**config.mk**
```make
export PLATFORM = sky130hd
export DESIGN_NAME = pio_imem_arbiter
export DESIGN_NICKNAME = d
export VERILOG_FILES = /design/src/rtl/pio_arb_pkg.sv /design/src/rtl/pio_imem_arbiter_rr_pick.sv /design/src/rtl/pio_imem_arbiter.sv
export SDC_FILE = /design/constraint.sdc
export NUM_CORES = 1
export LEC_CHECK = 0
export BUFFER_PORTS_ARGS = -buffer_cell sky130_fd_sc_hd__buf_2
export CAP_MARGIN = 20
export CELL_PAD_IN_SITES_DETAIL_PLACEMENT = 0
export CELL_PAD_IN_SITES_GLOBAL_PLACEMENT = 1
export CORE_AREA = 2 2 79 81
export DETAILED_ROUTE_END_ITERATION = 7
export DIE_AREA = 0 0 81 83
export GPL_TIMING_DRIVEN = 0
export PLACE_DENSITY = 0.78
export RECOVER_POWER = 50
export SETUP_SLACK_MARGIN = 0.02
export SYNTH_ARGS = -nofsm -noshare
export SYNTH_HDL_FRONTEND = slang
export SYNTH_SLANG_ARGS = --single-unit
```
**constraint.sdc**
```tcl
create_clock -name i_clk -period 2.8 [get_ports i_clk]
set_input_delay 0.28 -clock i_clk [delete_from_list [all_inputs] [get_ports i_clk]]
set_output_delay 0.28 -clock i_clk [all_outputs]
set_load 0.005 [all_outputs]
```
**src/rtl/pio_arb_pkg.sv**
```systemverilog
// ---------------------------------------------------------------------------
// pio_arb_pkg
// Shared types and defaults for the PIO instruction-memory arbiter.
//   NUM_SM_DEF / IMEM_AW / IMEM_DW : default SM count and 32x16 imem geometry
//   imem_addr_t, instr_t, sm_id_t  : address, instruction and SM index types
//   arb_src_e                      : which requester owns the RAM this cycle
// ---------------------------------------------------------------------------
package pio_arb_pkg;

    localparam int NUM_SM_DEF = 4;
    localparam int IMEM_AW    = 5;
    localparam int IMEM_DW    = 16;

    typedef logic [IMEM_AW-1:0]             imem_addr_t;
    typedef logic [IMEM_DW-1:0]             instr_t;
    typedef logic [$clog2(NUM_SM_DEF)-1:0]  sm_id_t;

    typedef enum logic [1:0] {
        SRC_IDLE,
        SRC_WR,
        SRC_FETCH
    } arb_src_e;

endpackage

```
**src/rtl/pio_imem_arbiter_rr_pick.sv**
```systemverilog
// ---------------------------------------------------------------------------
// rr_pick
// Combinational round-robin picker. Searches i_req upward starting at i_ptr,
// wrapping from N-1 to 0, and returns the first requester found.
//   i_req   : request vector
//   i_ptr   : search start index
//   o_gnt   : one-hot grant (zero when nothing requests)
//   o_valid : at least one request was found
// ---------------------------------------------------------------------------
module rr_pick
    import pio_arb_pkg::*;
#(
    parameter int N = NUM_SM_DEF
)
(
    input  logic [N-1:0]         i_req,
    input  logic [$clog2(N)-1:0] i_ptr,
    output logic [N-1:0]         o_gnt,
    output logic                 o_valid
);

    localparam int SW = $clog2(N);

    int             w_idx;
    logic [SW-1:0]  w_idx_s;

    always_comb begin
        o_gnt   = '0;
        o_valid = 1'b0;
        w_idx   = 0;
        w_idx_s = '0;
        for (int k = 0; k < N; k++) begin
            // Modular index without a divider; works for non-power-of-2 N.
            w_idx = int'(i_ptr) + k;
            if (w_idx >= N) begin
                w_idx = w_idx - N;
            end
            w_idx_s = SW'(w_idx);
            if (!o_valid && i_req[w_idx_s]) begin
                o_gnt[w_idx_s] = 1'b1;
                o_valid        = 1'b1;
            end
        end
    end

endmodule

```
**src/rtl/pio_imem_arbiter.sv**
```systemverilog
// ---------------------------------------------------------------------------
// pio_imem_arbiter
// Shares the single-port PIO instruction memory between NUM_SM state-machine
// fetch ports and the host write path. Host writes win; fetches are granted
// round-robin. Read data returns one cycle after the grant, tagged with the
// winning SM via o_fetch_rvalid.
//
// Ports:
//   i_clk, i_reset       : clock, asynchronous active-high reset
//   i_sm_en              : per-SM enable (disabled requests are ignored)
//   i_fetch_req/addr     : fetch request and packed address (SM i at [i*AW +: AW])
//   o_fetch_gnt          : one-hot fetch grant, same cycle as the request
//   o_fetch_rvalid/rdata : one-hot read-valid and instruction word, cycle after grant
//   i_wr_req/addr/data   : host instruction write; o_wr_gnt when accepted
//   o_mem_*/i_mem_rdata  : single-port RAM interface (synchronous read)
//
// Optional build macro PIO_ARB_STARVE_GUARD_EN: after MAX_WR_BURST consecutive
// write grants with an enabled fetch pending, one fetch grant is forced.
// ---------------------------------------------------------------------------
module pio_imem_arbiter
    import pio_arb_pkg::*;
#(
    parameter int NUM_SM       = NUM_SM_DEF,
    parameter int AW           = IMEM_AW,
    parameter int DW           = IMEM_DW,
    parameter int MAX_WR_BURST = 4
)
(
    input  logic                 i_clk,
    input  logic                 i_reset,
    input  logic [NUM_SM-1:0]    i_sm_en,
    input  logic [NUM_SM-1:0]    i_fetch_req,
    input  logic [NUM_SM*AW-1:0] i_fetch_addr,
    output logic [NUM_SM-1:0]    o_fetch_gnt,
    output logic [NUM_SM-1:0]    o_fetch_rvalid,
    output logic [DW-1:0]        o_fetch_rdata,
    input  logic                 i_wr_req,
    input  logic [AW-1:0]        i_wr_addr,
    input  logic [DW-1:0]        i_wr_data,
    output logic                 o_wr_gnt,
    output logic [AW-1:0]        o_mem_addr,
    output logic [DW-1:0]        o_mem_wdata,
    output logic                 o_mem_wr,
    output logic                 o_mem_rd,
    input  logic [DW-1:0]        i_mem_rdata
);

    localparam int SW = $clog2(NUM_SM);

    logic [SW-1:0]     r_ptr;
    logic              r_rvalid_p1;
    logic [SW-1:0]     r_gnt_id_p1;

    logic [NUM_SM-1:0] w_req;
    logic [NUM_SM-1:0] w_pick_gnt;
    logic              w_pick_vld;
    logic [SW-1:0]     w_win_id;
    logic [SW-1:0]     w_ptr_nxt;
    logic              w_force_fetch;
    arb_src_e          w_src;

    assign w_req = i_fetch_req & i_sm_en;

    rr_pick #(.N(NUM_SM)) u_rr_pick (
        .i_req   (w_req),
        .i_ptr   (r_ptr),
        .o_gnt   (w_pick_gnt),
        .o_valid (w_pick_vld)
    );

    always_comb begin
        w_win_id = '0;
        for (int i = 0; i < NUM_SM; i++) begin
            if (w_pick_gnt[i]) begin
                w_win_id = SW'(i);
            end
        end
        w_ptr_nxt = (w_win_id == SW'(NUM_SM - 1)) ? '0 : w_win_id + 1'b1;
    end

`ifdef PIO_ARB_STARVE_GUARD_EN
    localparam int BW = $clog2(MAX_WR_BURST + 1);

    logic [BW-1:0] r_wr_burst;

    assign w_force_fetch = w_pick_vld && (r_wr_burst >= BW'(MAX_WR_BURST));

    // Counts write grants that stalled a pending fetch; saturates at the limit.
    always_ff @(posedge i_clk or posedge i_reset) begin
        if (i_reset) begin
            r_wr_burst <= '0;
        end else if (!w_pick_vld || (w_src == SRC_FETCH)) begin
            r_wr_burst <= '0;
        end else if ((w_src == SRC_WR) && (r_wr_burst < BW'(MAX_WR_BURST))) begin
            r_wr_burst <= r_wr_burst + 1'b1;
        end
    end
`else
    assign w_force_fetch = 1'b0;
`endif

    // Stage p0: pick the single RAM owner for this cycle and drive the RAM.
    always_comb begin
        w_src       = SRC_IDLE;
        o_fetch_gnt = '0;
        o_wr_gnt    = 1'b0;
        o_mem_wr    = 1'b0;
        o_mem_rd    = 1'b0;
        o_mem_addr  = '0;
        o_mem_wdata = '0;
        if (i_wr_req && !w_force_fetch) begin
            w_src = SRC_WR;
        end else if (w_pick_vld) begin
            w_src = SRC_FETCH;
        end
        case (w_src)
            SRC_WR: begin
                o_wr_gnt    = 1'b1;
                o_mem_wr    = 1'b1;
                o_mem_addr  = i_wr_addr;
                o_mem_wdata = i_wr_data;
            end
            SRC_FETCH: begin
                o_fetch_gnt = w_pick_gnt;
                o_mem_rd    = 1'b1;
                o_mem_addr  = i_fetch_addr[w_win_id*AW +: AW];
            end
            default: ;
        endcase
    end

    always_ff @(posedge i_clk or posedge i_reset) begin
        if (i_reset) begin
            r_ptr       <= '0;
            r_rvalid_p1 <= 1'b0;
        end else begin
            r_rvalid_p1 <= (w_src == SRC_FETCH);
            if (w_src == SRC_FETCH) begin
                r_ptr <= w_ptr_nxt;
            end
        end
    end

    // The grant id only matters while r_rvalid_p1 is set, so it is not reset.
    always_ff @(posedge i_clk) begin
        if (w_src == SRC_FETCH) begin
            r_gnt_id_p1 <= w_win_id;
        end
    end

    // Stage p1: RAM data returns; tag it with the SM granted last cycle.
    always_comb begin
        o_fetch_rvalid = '0;
        if (r_rvalid_p1) begin
            o_fetch_rvalid[r_gnt_id_p1] = 1'b1;
        end
    end

    assign o_fetch_rdata = i_mem_rdata;

    a_param_range: assert property (@(posedge i_clk)
        (NUM_SM >= 2) && (NUM_SM <= 8) && (MAX_WR_BURST >= 1));

    // A waiting requester must hold its address until it is granted.
    for (genvar g = 0; g < NUM_SM; g++) begin : g_addr_hold
        a_addr_hold: assert property (@(posedge i_clk) disable iff (i_reset)
            (w_req[g] && !o_fetch_gnt[g]) |=> $stable(i_fetch_addr[g*AW +: AW]));
    end

endmodule

```
=== Yosys cells after proc, flatten, opt, wreduce, memory -nomap -nowiden ===
Cells that the tools add are included.

* Flip-flop bits (word level): 5
* Bits in latches: 0
* RAM bits: 0
* Memory bits (read-only): 0
* Bits of input ports: 68
* Output and inout port bits: 48
* Logic and storage cells: 87
* Memories: 0

* Add/sub/neg operators: 8
* Multipliers: 1
* Div/mod/pow operators: 0
* $lt $le $gt $ge: 14
* Equality and inequality tests: 3
* Shifts and indexed selects: 1
* Multiplexer cells: 42
* Bitwise logic cells: 4
* Reduce and logical (&&, ||, !) cells: 11

{| class="wikitable"
|+ Operators with widths
! operator !! number
|-
| 4-bit 2-to-1 mux || 6
|-
| 20-bit by 6-bit indexed part select with 5-bit output || 1
|-
| 2-bit 2-to-1 mux || 9
|-
| 1-bit 2-to-1 mux || 16
|-
| 16-bit 2-to-1 mux || 1
|-
| 2-bit by 3-bit < comparator with 1-bit output (second input constant) || 5
|-
| 4-bit bitwise OR || 3
|-
| 1-bit demux with 2-bit select || 5
|-
| 2-bit by 1-bit >= comparator with 1-bit output (second input constant) || 5
|-
| 5-bit case mux with 2 select lines || 1
|-
| 3-bit >= comparator (second input constant) || 3
|-
| 1-bit binary-select mux with 2-bit select || 4
|-
| 1-bit logical AND || 8
|-
| 2-bit by 1-bit subtractor with 2-bit output (second input constant) || 4
|-
| 2-bit by 2-bit adder with 3-bit output (second input constant) || 2
|-
| 2-bit by 3-bit multiplier with 5-bit output (second input constant) || 1
|-
| 4-bit bitwise AND || 1
|-
| 2-bit equality test (second input constant) || 2
|-
| 2-bit by 1-bit adder with 3-bit output (second input constant) || 1
|-
| 2-bit by 3-bit >= comparator with 1-bit output (second input constant) || 1
|-
| 1-bit zero test || 3
|-
| 2-bit by 1-bit adder with 2-bit output (second input constant) || 1
|-
| 2-bit by 1-bit equality test with 1-bit output (second input constant) || 1
|}

=== Longest topological paths before layout ===
Gate-level depths: netlist (run 1).

* Depth in word-level cells: 20
* Depth in mapped cells: 11
* Gate-level depth less buffers: 11

=== By module ===
A second synthesis (run 1) with hierarchy kept.

* Cells, all modules: 152
* Area total of the unflattened synthesis: 1,211.2 µm²

{| class="wikitable"
|+ Modules (own cells, without submodules)
! module !! instances !! cells an instance !! area each (µm²) !! sequential area each (µm²)
|-
| pio_imem_arbiter || 1 || 90 || 703.2 || 135.1
|-
| rr_pick || 1 || 62 || 508.0 || 0.0
|}

=== Least setup slack after synthesis (run 1) ===
Ideal clock, no wire load.

* Path type: register to output
* Start point: register r_ptr[0]
* End point: output port o_mem_addr[0]
* Data arrival time: 2.637 ns
* Required time: 2.520 ns
* Path slack: -0.117 ns
* Cell stages (with the launch flop): 10
* Buffers on the path: 0
* Path through: dfrtp_1 -> inv_2 -> ha_1 -> mux4_2 -> nor2b_4 -> a221o_1 -> a211oi_4 -> o211ai_1 -> o2bb2a_1 -> o2111ai_1

* Word-level cells in the longest chain between the ends: 20
* Elaborated cells on any way between the ends: 70
* Classes of those cells: 7 x add/sub; 1 x mul; 12 x order compare; 2 x eq/ne; 1 x shift; 34 x mux; 3 x bitwise; 10 x reduce/logical

{| class="wikitable"
|+ RTL lines
! element !! RTL line !! RTL
|-
| from (decl) || pio_imem_arbiter.sv:50 || <nowiki>logic [SW-1:0] r_ptr;</nowiki>
|-
| from (signal assigned) || pio_imem_arbiter.sv:139 || <nowiki>r_ptr <= w_ptr_nxt;</nowiki>
|-
| parallel branches: the longest is 19 deep, another holds 2-bit by 1-bit adder with 3-bit output || - ||
|-
| 5-bit case mux with 2 select lines * || pio_imem_arbiter.sv:116 || <nowiki>case (w_src)</nowiki>
|-
| to (decl) || pio_imem_arbiter.sv:41 || <nowiki>output logic [AW-1:0] o_mem_addr,</nowiki>
|}

Every way passes the cells marked *. The select of a mux whose other input is x is not followed.

=== Worst setup path in the final report (run 1) ===
* Start point: register r_ptr[0]
* End point: output port o_mem_addr[1]

Same word-level chain as after synthesis.

==> flow_metrics.py, run 1 <==
metrics = {
    "status": {
        "outcome": "finished, violations left",
        "violations": "setup timing",
    },
    "timing": {
        "finalSetupViolCount": 6,
        "min_period_over_period_pct": 109,
        "worst_pin_slew_ps": 509,
        "worst_slack_ps": -251,
        "slew_headroom_pct": 65.8,
        "rsz0062_at_grt": "yes",
        "drv_slew": 0,
        "hold_viol": 0,
        "hold_slack_ps": 469,
        "fmax_mhz": 328,
        "fin_setup_tns_ps": -1290,
        "fin_crit_ps": 3050,
        "finClkSkew_ps": 1.48,
    },
    "route": {
        "vias": 1588,
        "vias_per_cell": 4.46,
        "wire_per_inst_um": 11.6,
        "antenna_left": 0,
        "top_layer_used": "met4",
        "wl_met1_mm": 1.75,
        "wl_met2_mm": 1.93,
        "drc": 0,
        "routed-wl-met3_um": 421,
        "drtIter0Drc": 23,
        "wl_mm": 4.13,
        "drtPass1Iterations": 4,
    },
    "power": {
        "power_switching_mw": 0.783,
        "seq_power_share_pct": 8.3,
        "p_comb_share_pct": 84.3,
        "leakage_nw": 1.07,
        "pwr_density_cell_nw_per_um2": 864,
        "p_clk_share_pct": 7.4,
        "p_sw_share_pct": 43.7,
        "peakVddDrop_uv": 398,
        "p_int_mw": 1.01,
    },
    "yosys": {
        "synth_commonest_cells": "and2_1, nand2_1, buf_4",
        "synth_top_area_share_pct": 13.7,
        "ys_seq_elements": 5,
        "yosysWarnings": 0,
        "ys_types": 41,
        "synth-edff-count": 2,
        "synth_top_area_cell": "and2_1",
        "post-synth-top-count-cell": "and2_1",
        "yosys_most_used_dff": "dfrtp_1",
        "synth_cells": 153,
        "postSynthAreaPerCell_sq_um": 7.48,
        "syn_nets": 228,
        "yosysSeqAreaShare_pct": 11.8,
        "ys_top_cells_by_area": "and2_1, buf_4, ha_1",
        "async_reset_ff_share_pct": 60.0,
        "syn-cell-area_sq_um": 1140,
    },
    "die": {
        "fp-row-count": 28,
        "dieWidth_um": 81,
        "die_y_um": 83,
        "dieArea_sq_um": 6720,
        "coreArea_sq_um": 5820,
        "start_util_pct": 19.7,
        "pin_count": 116,
    },
    "final_layout": {
        "area_growth_pct": 81.1,
        "antenna-diode-count": 0,
        "fill_cells": 639,
        "fin_nets": 357,
        "final_layout_size_suffix_gt1_share_pct": 57.7,
        "final_cells": 356,
        "design_area_sq_um": 2070,
    },
    "place": {
        "port-buffer-count": 99,
        "dp_hpwl_mm": 3.22,
        "routabilityCongestion": 0.765,
        "placedCellCount": 327,
        "dpl_cell_area_sq_um": 1760,
    },
    "global_route": {
        "gr-usage-all-layers_pct": 11.7,
        "overflow": 0,
        "antenna_found_initial": 0,
        "grt_pass1_vias": 1498,
        "grt_pass1_wl_mm": 6.49,
        "grt_max_degree": 12,
    },
    "critical_path": {
        "crit_path_top_delay_cell": "dfrtp_2",
        "path_cells": "inv_4, ha_4, mux4_2, nor2b_4, a221o_1, a211oi_4, buf_4, o22ai_2, o31ai_1, buf_2",
        "crit_required_ps": 2520,
        "crit_buf_inv": 3,
        "cp_max_fo": 6,
        "critPathCaptureType": "primary output",
        "cpLargestDelayFamily": "compound AO/OA/AOI/OAI gates",
        "worst-setup-path-type": "flop to primary output",
        "rrSetupSlack_ps": 150,
        "slowest_delay_ps": 390,
        "arrival_ps": 2770,
        "startpoint_type": "flop",
    },
    "clocking": {
        "htree_levels": 1,
        "cts_root_buf": "clkbuf_8",
        "cts_sinks": 5,
        "path_clk_slew_ps": 40,
        "clock_latency_ps": 220,
        "cts.path.max_buffers": 2,
        "tritoncts": "yes",
        "numCtsBuffers": 3,
    },
    "min_path": {
        "hold_class": "input port to asynchronous set/reset pin",
    },
    "job": {
        "cap_viol_max_count": 0,
    },
}
==> power by group through the flow <==
stage                     clock, mW  combinational (mW)  sequential [mW]
final                         0.133                1.51            0.148
after CTS                     0.136                1.36            0.149
after global routing          0.141                1.66            0.152
after global placement            0               0.988            0.177
after floorplan                   0               0.716            0.161
after detailed placement          0               0.998            0.177
==> worst min-delay path: cells and delay by family <==
kind / cells / cell delay [ps]
buffers and inverters: 3 / 750
==> per-layer routing <==
| layer | up-vias | GRT usage [%] |
|---|---|---|
| li1 | 788 | - |
| met2 | 88 | 20.7 |
| met3 | 4 | 1.96 |
| met1 | 708 | 14.6 |
| met4 | 0 | 2.47 |
| met5 | - | 0 |
==> kinds of logic after synthesis <==
group / synth area share [%]
flip-flops: 11.8
AO/OA/AOI/OAI: 26.6
adder cells (fa/ha/maj): 7.65
multiplexers: 4.81
buffers and inverters: 15.1
AND/OR/NAND/NOR: 34.1
==> flip-flops by register name, indices dropped and copies added (netlist names) <==
name,count
r_gnt_id_p1,2
r_ptr,2
r_rvalid_p1,1
==> stage by stage <==
stage | setup WS, ps | power [mW] | utilization, %
2_1_floorplan | 20.6 | 0.877 | -
3_3_place_gp | -458 | 1.17 | 30.3
3_5_place_dp | -474 | 1.17 | 30.3
4_1_cts | -239 | 1.65 | 34.5
5_1_grt | -400 | 1.96 | 35.6
6_report | -251 | 1.79 | 35.6
==> final timing paths <==
| kind | from | endpoint | depth (start not counted) |
|---|---|---|---|
| max | r_ptr[0]$_DFFE_PP0P_ | o_mem_addr[1] | 10 |
| min | i_reset | r_rvalid_p1$_DFF_PP0_ | 3 |
| max reg2reg | r_ptr[0]$_DFFE_PP0P_ | r_ptr[1]$_DFFE_PP0P_ | 13 |
| min reg2reg | r_ptr[1]$_DFFE_PP0P_ | r_ptr[1]$_DFFE_PP0P_ | 3 |
| max in group asynchronous | i_reset | r_ptr[1]$_DFFE_PP0P_ | 3 |
| min in group i_clk | r_ptr[1]$_DFFE_PP0P_ | r_ptr[1]$_DFFE_PP0P_ | 3 |
==> placed cells by master, fill, tap and decap left out, types with 3 or more instances in the layout <==
cell type | synthesis | layout
inv_1 | 5 | 4
o21ai_0 | 10 | 9
a211oi_4 | 1 | 3
and2_1 | 25 | 23
buf_4 | 17 | 25
nor3_1 | 12 | 12
clkbuf_4 | 0 | 13
nor2_1 | 4 | 3
o31ai_1 | 3 | 3
nand2_1 | 18 | 18
ha_1 | 7 | 6
clkbuf_8 | 0 | 3
clkbuf_1 | 4 | 11
o211ai_1 | 4 | 4
buf_2 | 0 | 93
a221o_1 | 3 | 3
==> repair_timing <==
action	in CTS	in global routing
pin swaps	15	3
buffers inserted	18	6
endpoints found under the setup margin	9	7
hold buffers	1	0
hold endpoints to repair	3	0
gates resized for setup	11	5
==> cell type report <==
cell class / instances / area (sq um) / share of cell area, %
Multi-Input combinational cell: 119 / 920 / 44.4
Buffer: 21 / 143 / 6.88
Timing Repair Buffer: 124 / 698 / 33.7
Inverter: 8 / 36.3 / 1.75
Tap cell: 75 / 93.8 / 4.53
Sequential cell: 5 / 138 / 6.64
Clock buffer: 4 / 45.0 / 2.17
No activity file was read; power rests on OpenSTA's default activity.
==> run 2, diff against run 1 <==
CORE_AREA = 2 2 73 75   (was 2 2 79 81)
DIE_AREA = 0 0 75 77   (was 0 0 81 83)
PLACE_DENSITY = 0.86   (was 0.78)
clock period = 3.6 ns   (was 2.8 ns; I/O delays follow)
==> flow_metrics.py, run 2 (synthesis results as in run 1) <==
metrics = {
    "timing": {
        "hold_viol": 0,
        "min_period_over_period_pct": 95.2,
        "fin_crit_ps": 3430,
        "finClkSkew_ps": 2.12,
        "worst_pin_slew_ps": 530,
        "hold_slack_ps": 555,
        "worst_slack_ps": 173,
        "drv_slew": 0,
        "fmax_mhz": 292,
        "rsz0062_at_grt": "no",
        "slew_headroom_pct": 64.4,
        "finalSetupViolCount": 0,
        "fin_setup_tns_ps": 0,
    },
    "critical_path": {
        "cp_max_fo": 7,
        "worst-setup-path-type": "flop to primary output",
        "path_cells": "inv_2, ha_2, mux4_2, nor3_2, a211oi_2, clkinv_2, buf_12, o211ai_1, o2bb2a_1, o2111ai_1, buf_2",
        "arrival_ps": 3070,
        "startpoint_type": "flop",
        "critPathCaptureType": "primary output",
        "crit_required_ps": 3240,
        "crit_path_top_delay_cell": "nor3_2",
        "slowest_delay_ps": 500,
    },
    "die": {
        "start_util_pct": 23.0,
        "coreArea_sq_um": 4980,
        "dieWidth_um": 75,
        "die_y_um": 77,
        "dieArea_sq_um": 5780,
        "fp-row-count": 26,
        "pin_count": 116,
    },
    "global_route": {
        "gr-usage-all-layers_pct": 12.3,
        "grt_pass1_wl_mm": 5.86,
        "grt_pass1_vias": 1358,
        "overflow": 0,
        "grt_max_degree": 12,
        "antenna_found_initial": 0,
    },
    "power": {
        "leakage_nw": 0.955,
        "pwr_density_cell_nw_per_um2": 596,
        "peakVddDrop_uv": 178,
    },
    "status": {
        "outcome": "finished clean",
    },
    "final_layout": {
        "largest_registers": "r_gnt_id_p1 x2, r_ptr x2, r_rvalid_p1 x1",
        "fin_nets": 342,
        "design_area_sq_um": 1870,
        "final_layout_size_suffix_gt1_share_pct": 50.4,
        "area_growth_pct": 63.3,
        "final_common_cell": "buf_2",
        "final_cell_mix": "buf_2, and2_1, nand2_1, clkbuf_1, buf_4",
        "antenna-diode-count": 0,
        "fill_cells": 548,
    },
    "route": {
        "antenna_left": 0,
        "vias_per_cell": 4.37,
        "vias": 1467,
        "drc": 0,
        "wl_mm": 4.01,
        "drtIter0Drc": 30,
        "drtPass1Iterations": 4,
        "wire_per_inst_um": 11.9,
    },
    "clocking": {
        "clock_latency_ps": 220,
        "path_clk_slew_ps": 40,
        "htree_levels": 1,
        "numCtsBuffers": 3,
        "cts_root_buf": "clkbuf_8",
        "cts.path.max_buffers": 2,
        "cts_sinks": 5,
        "tritoncts": "yes",
    },
    "place": {
        "pre_cts_slack_ps": 19.7,
        "dpl_cell_area_sq_um": 1730,
        "dp_hpwl_mm": 3.27,
        "port-buffer-count": 99,
        "routabilityCongestion": 0.808,
    },
    "min_path": {
        "hold_class": "input port to asynchronous set/reset pin",
    },
    "job": {
        "cap_viol_max_count": 0,
    },
}
[run 2: changes by cell type in the layout (fill, tap and decap cells not counted), sizes merged]
cell and change:
buf -19, clkbuf +4
[run 2: final cells by class]
type	count	area (sq um)	area share, %
plain buffers	21	143	7.63
clock buffers	4	45.0	2.41
inverters	8	31.3	1.67
multi-input cells	119	855	45.7
flip-flops and latches	5	138	7.36
well taps	70	87.6	4.69
repair buffers	109	571	30.5
[run 2: power breakdown]
group / internal [mW] / total, mW / switching (mW)
combinational: 0.428 / 0.886 / 0.458
sequential: 0.0923 / 0.124 / 0.0321
clock: 0.0760 / 0.103 / 0.0271
total: 0.596 / 1.11 / 0.517
[run 2: worst max-delay path: cells and delay by family, from the launching register on]
family	cells	cell delay, ps
compound gates	4	680
fa+ha+maj	1	390
buf+inv	4	480
flops	1	440
mux	1	360
simple gates	1	500
[run 2: timing repair]
action	4_1_cts	5_1_grt
hold buffers	1	0
setup endpoints to repair	5	5
pin swaps	1	0
resized for setup	4	3
hold endpoints to repair	3	0
setup buffers	2	7
[run 2: metal layers]
metal / track usage, % / vias to the layer above / share of wire (%)
li1: - / 760 / -
met1: 15.3 / 623 / 42
met2: 22.4 / 84 / 49
met3: 1.84 / 0 / 9.3
met4: 1.61 / 0 / 0
met5: 0 / - / 0
[run 2: through the flow]
step | total power [mW] | instances | utilization, %
floorplan | 0.645 | 153 | -
global placement | 0.866 | 322 | 34.7
detailed placement | 0.871 | 322 | 34.7
CTS | 1.01 | 329 | 36.3
global route | 1.21 | 336 | 37.6
finish | 1.11 | 336 | 37.6
[run 2: worst paths after layout]
kind	startpoint	to	slack (ps)	cells after the start
worst max-delay path	r_ptr[0]$_DFFE_PP0P_	o_mem_addr[0]	170	11
worst min-delay path	i_reset	r_ptr[0]$_DFFE_PP0P_	560	3
worst max register to register	r_ptr[0]$_DFFE_PP0P_	r_gnt_id_p1[0]$_DFFE_PP_	910	8
worst min register to register	r_ptr[1]$_DFFE_PP0P_	r_ptr[1]$_DFFE_PP0P_	580	2
max in group asynchronous	i_reset	r_ptr[1]$_DFFE_PP0P_	2900	3
min in group i_clk	r_ptr[1]$_DFFE_PP0P_	r_ptr[1]$_DFFE_PP0P_	580	2
==> run 3, diff against run 2 <==
CORE_AREA = 2 2 71 73   (was 2 2 73 75)
CTS_BUF_LIST = sky130_fd_sc_hd__clkbuf_4   (was default)
DIE_AREA = 0 0 73 75   (was 0 0 75 77)
PLACE_DENSITY = 0.91   (was 0.86)
RECOVER_POWER = default   (was 50)
==> flow_metrics.py, run 3 (synthesis results as in run 1) <==
metrics = {
    "status": {
        "outcome": "finished clean",
    },
    "critical_path": {
        "crit_required_ps": 3240,
        "cp_common_cell": "a221o_1",
        "arrival_ps": 3040,
        "rrSetupSlack_ps": 930,
        "crit_path_top_delay_cell": "dfrtp_2",
        "slowest_delay_ps": 430,
        "worst-setup-path-type": "flop to primary output",
        "path_cells": "inv_2, ha_2, and3b_1, mux2i_2, o2bb2ai_2, a221o_1, a221o_1, o21a_4, o2111ai_1, o211ai_1, buf_2",
        "critPathCaptureType": "primary output",
        "startpoint_type": "flop",
        "cp_max_fo": 7,
        "crit_buf_inv": 2,
        "cpLargestDelayFamily": "compound AO/OA/AOI/OAI gates",
    },
    "final_layout": {
        "fin_nets": 340,
        "largest_registers": "r_gnt_id_p1 x2, r_ptr x2, r_rvalid_p1 x1",
        "final_cell_mix": "buf_2, and2_1, buf_4, nand2_1, nor3_1",
        "final_common_cell": "buf_2",
        "area_growth_pct": 60.4,
        "antenna-diode-count": 0,
        "design_area_sq_um": 1840,
        "final_layout_size_suffix_gt1_share_pct": 54.9,
        "final_cells": 318,
    },
    "route": {
        "vias": 1459,
        "drtPass1Iterations": 6,
        "wl_mm": 3.73,
        "vias_per_cell": 4.59,
        "antenna_left": 0,
        "wire_per_inst_um": 11.7,
        "drtIter0Drc": 58,
        "drc": 0,
    },
    "timing": {
        "worst_slack_ps": 205,
        "hold_slack_ps": 526,
        "min_period_over_period_pct": 94.3,
        "fmax_mhz": 295,
        "finalSetupViolCount": 0,
        "finClkSkew_ps": 3.48,
        "hold_viol": 0,
        "fin_crit_ps": 3400,
        "drv_slew": 0,
        "worst_pin_slew_ps": 510,
        "fin_setup_tns_ps": 0,
        "slew_headroom_pct": 65.7,
    },
    "place": {
        "dpl_cell_area_sq_um": 1710,
        "pre_cts_slack_ps": 44.4,
        "port-buffer-count": 99,
        "dp_hpwl_mm": 3.02,
        "placedCellCount": 306,
        "routabilityCongestion": 0.816,
    },
    "global_route": {
        "grt_max_degree": 12,
        "grt_pass1_vias": 1191,
        "overflow": 0,
        "grt_pass1_wl_mm": 5.22,
        "gr-usage-all-layers_pct": 11.9,
        "antenna_found_initial": 0,
    },
    "power": {
        "peakVddDrop_uv": 185,
        "leakage_nw": 0.983,
        "pwr_density_cell_nw_per_um2": 569,
    },
    "clocking": {
        "cts.path.max_buffers": 2,
        "clock_latency_ps": 240,
        "htree_levels": 1,
        "cts_root_buf": "clkbuf_4",
        "path_clk_slew_ps": 40,
        "tritoncts": "yes",
        "cts_sinks": 5,
        "numCtsBuffers": 3,
    },
    "die": {
        "die_y_um": 75,
        "dieArea_sq_um": 5480,
        "start_util_pct": 24.6,
        "dieWidth_um": 73,
        "coreArea_sq_um": 4660,
        "pin_count": 116,
        "fp-row-count": 25,
    },
    "job": {
        "cap_viol_max_count": 0,
    },
    "min_path": {
        "hold_class": "input port to asynchronous set/reset pin",
    },
}
run 3: cell types whose count changed in the layout (fill, tap and decap cells not counted), moves of 3 or more:
cell / change
clkbuf_4: -7
clkbuf_1: -13
buf_2: +12
buf_4: +10
clkbuf_8: -3
run 3: cell type report:
class	instances	area [sq um]
Fill cell	484	2820
Multi-Input combinational cell	119	868
Timing Repair Buffer	107	558
Buffer	21	143
Sequential cell	5	138
Tap cell	54	67.6
Inverter	8	32.5
Clock buffer	4	30.0
run 3: report_power, final:
part	internal, mW	switching (mW)
Combinational	0.393	0.455
Clock	0.0493	0.0219
Sequential	0.0922	0.0331
run 3: stage by stage:
stage	util, %	power (mW)
2_1_floorplan	-	0.645
3_3_place_gp	36.6	0.845
3_5_place_dp	36.6	0.854
4_1_cts	38.0	0.965
5_1_grt	39.4	1.15
6_report	39.4	1.04
run 3: worst min-delay path: stages:
cell	delay [ps]
dlygate4sd3_1	530
buf_2	120
inv_1	100
run 3: repair_timing:
| item | CTS | global route |
|---|---|---|
| setup buffers | 2 | 5 |
| hold buffers | 1 | 0 |
| pin swaps | 1 | 1 |
| endpoints found under the setup margin | 5 | 5 |
| gates resized for setup | 4 | 6 |
| hold endpoints to repair | 3 | 0 |
run 3: path summary, 6_finish.rpt:
path	startpoint	endpoint	cells after the start
setup reg to reg	r_ptr[1]$_DFFE_PP0P_	r_ptr[0]$_DFFE_PP0P_	10
hold / removal	i_reset	r_rvalid_p1$_DFF_PP0_	3
hold reg to reg	r_ptr[0]$_DFFE_PP0P_	r_ptr[0]$_DFFE_PP0P_	2
max in group asynchronous	i_reset	r_ptr[0]$_DFFE_PP0P_	3
setup / recovery	r_ptr[1]$_DFFE_PP0P_	o_mem_addr[4]	11
min in group i_clk	r_ptr[0]$_DFFE_PP0P_	r_ptr[0]$_DFFE_PP0P_	2
run 3: layer usage:
metal | up-vias | GRT usage, % | routed length [um]
li1 | 757 | - | -
met1 | 614 | 15.3 | 1570
met2 | 86 | 20.6 | 1850
met3 | 2 | 1.07 | 279
met4 | 0 | 4.32 | 24
met5 | - | 0 | 0
